--- config.mk ---
export PLATFORM = sky130hd
export DESIGN_NAME = id_ex_pipe_reg
export DESIGN_NICKNAME = d
export VERILOG_FILES = /design/src/rtl/id_ex_pipe_reg.sv
export SDC_FILE = /design/constraint.sdc
export NUM_CORES = 1
export LEC_CHECK = 0
export ABC_AREA = 1
export CORE_MARGIN = 8
export CORE_UTILIZATION = 45
export CTS_BUF_LIST = sky130_fd_sc_hd__clkbuf_8
export CTS_CLUSTER_SIZE = 20
export DETAILED_ROUTE_END_ITERATION = 10
export PLACE_DENSITY = 0.78
export SYNTH_ARGS = -nofsm -noshare
export SYNTH_HDL_FRONTEND = slang
export SYNTH_SLANG_ARGS = --single-unit
--- constraint.sdc ---
create_clock -name clk -period 2.38 [get_ports clk]
set_clock_uncertainty 0.1 [all_clocks]
set_input_delay 0.357 -clock clk [delete_from_list [all_inputs] [get_ports clk]]
set_output_delay 0.357 -clock clk [all_outputs]
set_load 0.05 [all_outputs]
--- src/rtl/id_ex_pipe_reg.sv ---
// ID/EX pipeline register with a two-entry skid (main + skid) and valid/ready handshakes.
// Latency: a word accepted while empty is on the outputs the next cycle.
// Backpressure: in_ready drops when both entries are full or when hit=0 freezes the stage.
module id_ex_pipe_reg #(
    parameter int DATA_W  = 32,
    parameter int PC_W    = 32,
    parameter int REG_W   = 5,
    parameter int ALUOP_W = 3
) (
    input  logic               clk,
    input  logic               rst,
    input  logic               hit,
    input  logic               flush,
    input  logic               in_valid,
    output logic               in_ready,
    input  logic [DATA_W-1:0]  readData1,
    input  logic [DATA_W-1:0]  readData2,
    input  logic [DATA_W-1:0]  immediate,
    input  logic [PC_W-1:0]    nextPC,
    input  logic [REG_W-1:0]   RT,
    input  logic [REG_W-1:0]   RD,
    input  logic [5:0]         Function,
    input  logic [ALUOP_W-1:0] ALUop,
    input  logic               destinationReg,
    input  logic               ALUsrc,
    input  logic               MemToReg,
    input  logic               RegWrite,
    input  logic               MEM_Read,
    input  logic               MEM_Write,
    input  logic               branch,
    output logic               out_valid,
    input  logic               out_ready,
    output logic [DATA_W-1:0]  readData1_output,
    output logic [DATA_W-1:0]  readData2_output,
    output logic [DATA_W-1:0]  immediate_output,
    output logic [PC_W-1:0]    nextPC_output,
    output logic [REG_W-1:0]   RT_output,
    output logic [REG_W-1:0]   RD_output,
    output logic [5:0]         Function_output,
    output logic [ALUOP_W-1:0] ALUop_output,
    output logic               destinationReg_output,
    output logic               ALUsrc_output,
    output logic               MemToReg_output,
    output logic               RegWrite_output,
    output logic               MEM_Read_output,
    output logic               MEM_Write_output,
    output logic               branch_output,
    output logic               hit_output,
    output logic [1:0]         occupancy
);

    // ctrl bit order: {destinationReg, ALUsrc, MemToReg, RegWrite, MEM_Read, MEM_Write, branch}
    typedef struct packed {
        logic [DATA_W-1:0]  rd1;
        logic [DATA_W-1:0]  rd2;
        logic [DATA_W-1:0]  imm;
        logic [PC_W-1:0]    pc;
        logic [REG_W-1:0]   rt;
        logic [REG_W-1:0]   rd;
        logic [5:0]         fn;
        logic [ALUOP_W-1:0] aluop;
        logic [6:0]         ctrl;
    } pay_t;

    pay_t in_pay;
    pay_t main_q, main_d;
    pay_t skid_q, skid_d;
    logic main_vld_q, main_vld_d;
    logic skid_vld_q, skid_vld_d;
    logic hit_q;
    logic accept;
    logic pop;

    assign in_pay = {readData1, readData2, immediate, nextPC, RT, RD, Function, ALUop,
                     destinationReg, ALUsrc, MemToReg, RegWrite, MEM_Read, MEM_Write, branch};

    // skid is only ever valid behind a valid main, so occupancy is the sum of the two flags
    assign occupancy = {1'b0, main_vld_q} + {1'b0, skid_vld_q};
    assign in_ready  = hit & ~skid_vld_q;
    assign accept    = in_valid & in_ready;
    assign pop       = main_vld_q & out_ready & hit;

    // Next-state for both entries: flush squashes, hit=0 freezes, otherwise shift in order
    always_comb begin
        main_d     = main_q;
        skid_d     = skid_q;
        main_vld_d = main_vld_q;
        skid_vld_d = skid_vld_q;
        if (flush) begin
            main_vld_d = 1'b0;
            skid_vld_d = 1'b0;
        end else if (hit) begin
            unique case ({main_vld_q, skid_vld_q})
                2'b00: begin
                    if (accept) begin
                        main_d     = in_pay;
                        main_vld_d = 1'b1;
                    end
                end
                2'b10: begin
                    if (accept && !pop) begin
                        skid_d     = in_pay;
                        skid_vld_d = 1'b1;
                    end else if (accept && pop) begin
                        main_d = in_pay;
                    end else if (pop) begin
                        main_vld_d = 1'b0;
                    end
                end
                2'b11: begin
                    if (pop) begin
                        main_d     = skid_q;
                        skid_vld_d = 1'b0;
                    end
                end
                default: begin
                    main_vld_d = 1'b0;
                    skid_vld_d = 1'b0;
                end
            endcase
        end
    end

    // State registers; reset clears everything, including the held payloads
    always_ff @(posedge clk) begin
        if (rst) begin
            main_q     <= '0;
            skid_q     <= '0;
            main_vld_q <= 1'b0;
            skid_vld_q <= 1'b0;
            hit_q      <= 1'b0;
        end else begin
            main_q     <= main_d;
            skid_q     <= skid_d;
            main_vld_q <= main_vld_d;
            skid_vld_q <= skid_vld_d;
            hit_q      <= hit;
        end
    end

    assign out_valid             = main_vld_q;
    assign hit_output            = hit_q;
    assign readData1_output      = main_q.rd1;
    assign readData2_output      = main_q.rd2;
    assign immediate_output      = main_q.imm;
    assign nextPC_output         = main_q.pc;
    assign RT_output             = main_q.rt;
    assign RD_output             = main_q.rd;
    assign Function_output       = main_q.fn;
    assign ALUop_output          = main_q.aluop;
    assign destinationReg_output = main_q.ctrl[6];
    assign ALUsrc_output         = main_q.ctrl[5];
    assign MemToReg_output       = main_q.ctrl[4];
    // side-effecting controls are gated so an empty stage presents a bubble
    assign RegWrite_output       = main_q.ctrl[3] & main_vld_q;
    assign MEM_Read_output       = main_q.ctrl[2] & main_vld_q;
    assign MEM_Write_output      = main_q.ctrl[1] & main_vld_q;
    assign branch_output         = main_q.ctrl[0] & main_vld_q;

endmodule
==> results of run 1 <==
==> power breakdown <==
group | switching (uW) | leakage [uW] | total [uW] | internal [uW]
clock | 2210 | 0.000676 | 5280 | 3070
sequential | 73.2 | 0.00252 | 5410 | 5340
combinational | 936 | 0.00342 | 1580 | 646
==> per-stage QoR <==
| stage | hold WS [ns] | total power [uW] | cell area [um2] | cells |
|---|---|---|---|---|
| after floorplan | 0.329 | 6560 | 14200 | 1874 |
| after global placement | 0.362 | 7080 | 16700 | 2341 |
| after detailed placement | 0.370 | 7100 | 16700 | 2341 |
| after CTS | 0.267 | 12400 | 17900 | 2441 |
| after global routing | 0.274 | 12800 | 17900 | 2443 |
| final | 0.304 | 12300 | 17900 | 2443 |
==> area by class of cell <==
type                       count  area [um2]  share of cell area (%)
multi-input combinational   1269        6220                    34.8
timing repair buffer         344        3640                    20.4
tap                          402         503                    2.81
sequential                   311        6230                    34.8
clock inverter                27         205                    1.15
antenna                        2        5.00                  0.0280
clock buffer                  73        1000                    5.62
inverter                      15        66.3                   0.371
==> logic make-up after synthesis <==
family | count (synthesis)
AND/OR/NAND/NOR | 954
multiplexers | 154
adder cells (fa/ha/maj) | 4
buffers and inverters | 294
flip-flops | 311
AO/OA/AOI/OAI | 157
==> layout by cell type, fill, tap and decap left out, types with 2 or more instances in the layout <==
| cell | count |
|---|---|
| clkdlybuf4s50_1 | 310 |
| a21oi_1 | 2 |
| inv_2 | 2 |
| diode_2 | 2 |
| buf_12 | 22 |
| clkbuf_8 | 73 |
| nor2_1 | 623 |
| nand2_1 | 165 |
| nor2_4 | 2 |
| nand3_2 | 2 |
| dlygate4sd2_1 | 5 |
| inv_1 | 22 |
| dfxtp_1 | 310 |
| buf_4 | 7 |
| clkinv_2 | 9 |
| mux2i_1 | 154 |
| o21ai_1 | 40 |
| nand3_1 | 159 |
| inv_6 | 2 |
| o21ai_0 | 114 |
| bufinv_16 | 3 |
| ha_1 | 3 |
==> layer usage <==
layer	part of all wire (%)	wire [um]	up-vias	GRT usage [%]
met5	0.12	48	-	0
met4	3.4	1340	8	7.64
met3	9.6	3830	94	7.05
met2	46	18600	468	34.0
met1	41	16200	5815	24.2
li1	-	-	6131	-
==> cells in the mapped netlist <==
library cell / n
inv_1: 11
nor3_1: 1
o21ai_0: 114
inv_2: 3
clkbuf_1: 54
nor2_1: 623
buf_2: 61
a21oi_1: 2
nand3_1: 159
clkinv_1: 1
o21ai_4: 1
nand2_2: 1
nand3_2: 2
ha_1: 4
dfxtp_1: 311
o21ai_1: 40
nor2_4: 2
buf_4: 157
buf_6: 1
nand2_1: 166
mux2i_1: 154
buf_1: 6
==> registers in the layout, summed over array words and instances (netlist names), 5 cells and up <==
name              count
immediate_output     32
readData2_output     32
RT_output             5
RD_output             5
Function_output       6
nextPC_output        32
readData1_output     32
skid_q              154
==> timing repair <==
item | in CTS | in global routing
resized for setup | 5 | 0
endpoints found under the setup margin | 5 | 0
setup buffers | 0 | 0
==> worst min-delay path by stage <==
stage	start	endpoint	depth (start not counted)
finish	readData2[21]	skid_q[111]$_SDFFE_PP0P_	3
detailed placement	immediate_output[8]$_SDFFE_PP0P_	immediate_output[8]$_SDFFE_PP0P_	2
global route	readData2[26]	skid_q[116]$_SDFFE_PP0P_	3
floorplan	rst	hit_output$_SDFF_PP0_	1
global placement	skid_q[101]$_SDFFE_PP0P_	skid_q[101]$_SDFFE_PP0P_	2
CTS	readData2[21]	skid_q[111]$_SDFFE_PP0P_	3
==> worst register-to-register path: cells and delay by family (launching register included) <==
| kind | cells | cell delay, ns |
|---|---|---|
| flops | 1 | 0.46 |
| simple gates | 4 | 0.70 |
| buf+inv | 3 | 0.50 |
| fa+ha+maj | 1 | 0.29 |
==> results.cfg, run 1 <==
[outcome]
status = completed

[global_route]
grtUsageTotal_pct = 20.5
grt_overflow = 0
grt_start_max_net_pins = 86
grt_pass1_wl_um = 64800
first_global_vias = 12300
antenna_found_initial = 6

[timing]
fin_tns_setup_ns = 0
rsz0062_at_grt = false
finalHoldViolations = 0
finalMaxSlewViolations = 0
finalSetupViolations = 0
period_share_pct = 94.5
fin_ws_ns = 0.130
fmax_mhz = 444
tightest_slew_ns = 0.619
slew_headroom_pct = 58.6
fin_crit_ns = 2.25

[worst_setup_path]
path_cells = clkdlybuf4s50_1
slowest_delay_ns = 0.88
crit_slowest_cell = clkdlybuf4s50_1
startpoint = readData2_output[6]$_SDFFE_PP0P_
arrival_ns = 1.79
reg2regPathDepth = 8
worst_setup_path_start_kind = flip-flop
critical_path.top_delay_family = buffers and inverters
r2r-start = out_valid$_SDFFE_PP0P_
cp-end-kind = primary output
worst-path-buf-inv = 1
crit_type = flip-flop to primary output
rrSetupSlack_ns = 0.25
cp_max_fo = 2
r2r_end = skid_q[51]$_SDFFE_PP0P_
cp_data_required_time_ns = 1.92
cp-endpoint = readData2_output[6]
cp.depth = 1

[layout]
num-fill-cells = 2806
syn2layout_area_growth_pct = 25.8
finalNetCount = 2159
drive_gt1_share_pct = 6.38
utilization_pct = 57.1

[clocking]
clk_pin_slew_worst_paths_ns = 0.06
h-tree-depth = 2
cts_tree = built
worstSkewPairLatency_ns = 0.58
numCtsBuffers = 54
cts_max_path_buffers = 3
cts_root_buf = clkbuf_8
clock_sinks = 311
holdBufCountCts = 0

[power]
vdd_drop_max_mv = 0.533
leakage_uw = 0.00661
power_density_nw_per_um2 = 687

[routing]
drtIter0Drc = 691
drc = 0
wl_um = 40000
ant_nets = 0
viasPerCell = 5.12
vias = 12500
firstDrtPassIters = 5
wl_per_cell_um = 16.4

[synth]
yosys_warnings = 0
ys_seq_area_share_pct = 43.8
yosys.area_share.adder_pct = 0.352
netlist_instances = 1874
syn-cell-area_um2 = 14200
yosys.area.top_type_share_pct = 43.8
synth_top_family_by_area = simple AND/OR/NAND/NOR gates
synth_cell_type_count = 22
synthSimpleGateAreaFrac_pct = 26.8
synthXorXnorAreaFrac_pct = 0
synth-seq-cells = 311
syn_area_per_cell_um2 = 7.58
synth_top_area_cell = dfxtp_1
synthMuxAreaShare_pct = 10.9
synthTopCellsByArea = dfxtp_1 (44%), nor2_1 (16%), mux2i_1 (11%)
synth_fp_nets = 2038
synth-compound-area-share_pct = 5.61

[die]
die_x_um = 194
chipHeight_um = 194
rows = 65
ios = 319
die-area_um2 = 37500
start_util_pct = 45.4
core_um2 = 31300

[place]
numPortBuffers = 318
place_ws_ns = 0.0632
hpwl_um = 26200
place_congestion = 0.812

[job]
max_cap_violations = 0

[worst_hold_path]
hp-class = input port to flip-flop
No activity file was read; power rests on OpenSTA's default activity.
==> run 2: changes to the inputs <==
Settings changed: GPL_ROUTABILITY_DRIVEN from default to 0, GPL_TIMING_DRIVEN from default to 0, SLEW_MARGIN from default to 30.
==> results.cfg, run 2 (synthesis results as in run 1) <==
[die]
die_x_um = 194
core_um2 = 31300
die-area_um2 = 37500
chipHeight_um = 194
start_util_pct = 45.4
ios = 319
rows = 65

[place]
placed_cells = 2594
numPortBuffers = 318
placed_area_um2 = 17900
hpwl_um = 32000

[worst_setup_path]
cp-end-kind = primary output
cp_max_fo = 2
worst_setup_path_start_kind = flip-flop
crit_type = flip-flop to primary output
crit_slowest_cell = clkdlybuf4s50_1
arrival_ns = 1.86
r2r-start = out_valid$_SDFFE_PP0P_
r2r_end = immediate_output[2]$_SDFFE_PP0P_
rrSetupSlack_ns = 0.18
cp_data_required_time_ns = 1.92
path_cells = buf_4, clkdlybuf4s50_1
slowest_delay_ns = 0.86
reg2regPathDepth = 8

[global_route]
antenna_found_initial = 7
first_global_vias = 13200
grtUsageTotal_pct = 21.9
grt_start_max_net_pins = 14
grtUsageMet1_pct = 24.9
grt_pass1_wl_um = 67600
use_met3_pct = 7.15
grtUsageMet2_pct = 37.6
top_usage_layer = met2
grt_overflow = 0

[worst_hold_path]
hold_depth = 3
worstHoldEndpoint = skid_q[147]$_SDFFE_PP0P_
hp-class = input port to flip-flop
worstHoldStart = readData1[25]

[timing]
finalSetupViolations = 0
finalMaxSlewViolations = 0
fin_tns_setup_ns = 0
fin_crit_ns = 2.31
finalHoldViolations = 0
slew_headroom_pct = 52.8
tightest_slew_ns = 0.709
rsz0062_at_grt = false
fmax_mhz = 432
period_share_pct = 97.2

[layout]
fin_cells = 2697
final_area_um2 = 19000
largest_reg_flops = 154
final_cell_mix = nor2_1 (623), dfxtp_1 (310), clkdlybuf4s50_1 (306)
final_common_cell = nor2_1
finalNetCount = 2415
regMostFlops = skid_q
utilization_pct = 60.8
drive_gt1_share_pct = 13.6
syn2layout_area_growth_pct = 34.0
num-fill-cells = 2801

[clocking]
h-tree-depth = 2
cts_root_buf = clkbuf_8
clk_pin_slew_worst_paths_ns = 0.06
cts_max_path_buffers = 3
numCtsBuffers = 52
cts_tree = built
worstSkewPairLatency_ns = 0.57
clock_sinks = 311

[outcome]
status = completed

[routing]
drtIter0Drc = 591
ant_nets = 0
firstDrtPassIters = 5
wl_per_cell_um = 15.8
viasPerCell = 4.93
vias = 13300
wl_um = 42600
drc = 0

[job]
max_cap_violations = 0

[power]
vdd_drop_max_mv = 0.513
leakage_uw = 0.00766
power_density_nw_per_um2 = 628
p_total_uw = 11900
-- run 2: per-layer routing --
layer  share of wire, %  vias up
li1                   -     6648
met1                 41     6111
met2                 47      421
met3                8.8      101
met4                3.6       10
met5               0.15        -
-- run 2: worst max-delay path, delay by kind of cell, from the launching register on --
family / cells / cell delay, ns
buffers and inverters: 2 / 0.97
flip-flops: 1 / 0.33
-- run 2: final cells by class --
class	count	area [um2]	area share (%)
Timing Repair Buffer	323	3220	16.9
Buffer	279	1740	9.12
Clock inverter	28	143	0.750
Antenna cell	2	5.00	0.0263
Tap cell	402	503	2.64
Multi-Input combinational cell	1269	6200	32.6
Inverter	15	57.6	0.302
Sequential cell	311	6230	32.7
Clock buffer	68	936	4.92
-- run 2: how the worst max path moves through the flow --
stage / to / slack (ns) / depth (start not counted) / from
6_report: RT_output[4] / 0.07 / 2 / RT_output[4]$_SDFFE_PP0P_
5_1_grt: readData1_output[31] / 0.007 / 2 / readData1_output[31]$_SDFFE_PP0P_
4_1_cts: readData2_output[7] / 0.001 / 2 / readData2_output[7]$_SDFFE_PP0P_
3_5_place_dp: nextPC_output[3]$_SDFFE_PP0P_ / -0.41 / 8 / hit
3_3_place_gp: RT_output[2]$_SDFFE_PP0P_ / -0.57 / 7 / rst
2_1_floorplan: immediate_output[10]$_SDFFE_PP0P_ / 0.12 / 8 / out_valid$_SDFFE_PP0P_
-- run 2: report_power, final --
part | switching, uW | total (uW) | internal [uW]
logic | 992 | 1760 | 768
registers | 67.4 | 5400 | 5340
clock network | 2130 | 4780 | 2650
-- run 2: per-stage QoR --
stage	hold slack, ns	worst slack, ns
3_5_place_dp	0.371	-0.406
2_1_floorplan	0.329	0.119
3_3_place_gp	0.362	-0.573
5_1_grt	0.322	0.00695
6_report	0.324	0.0671
4_1_cts	0.284	0.00137
-- run 2: what timing repair did --
| item | CTS | global route |
|---|---|---|
| hold buffers | 0 | 0 |
| gates resized for setup | 10 | 14 |
| setup endpoints to repair | 58 | 104 |
| buffers inserted | 4 | 1 |
| pin swaps | 2 | 1 |
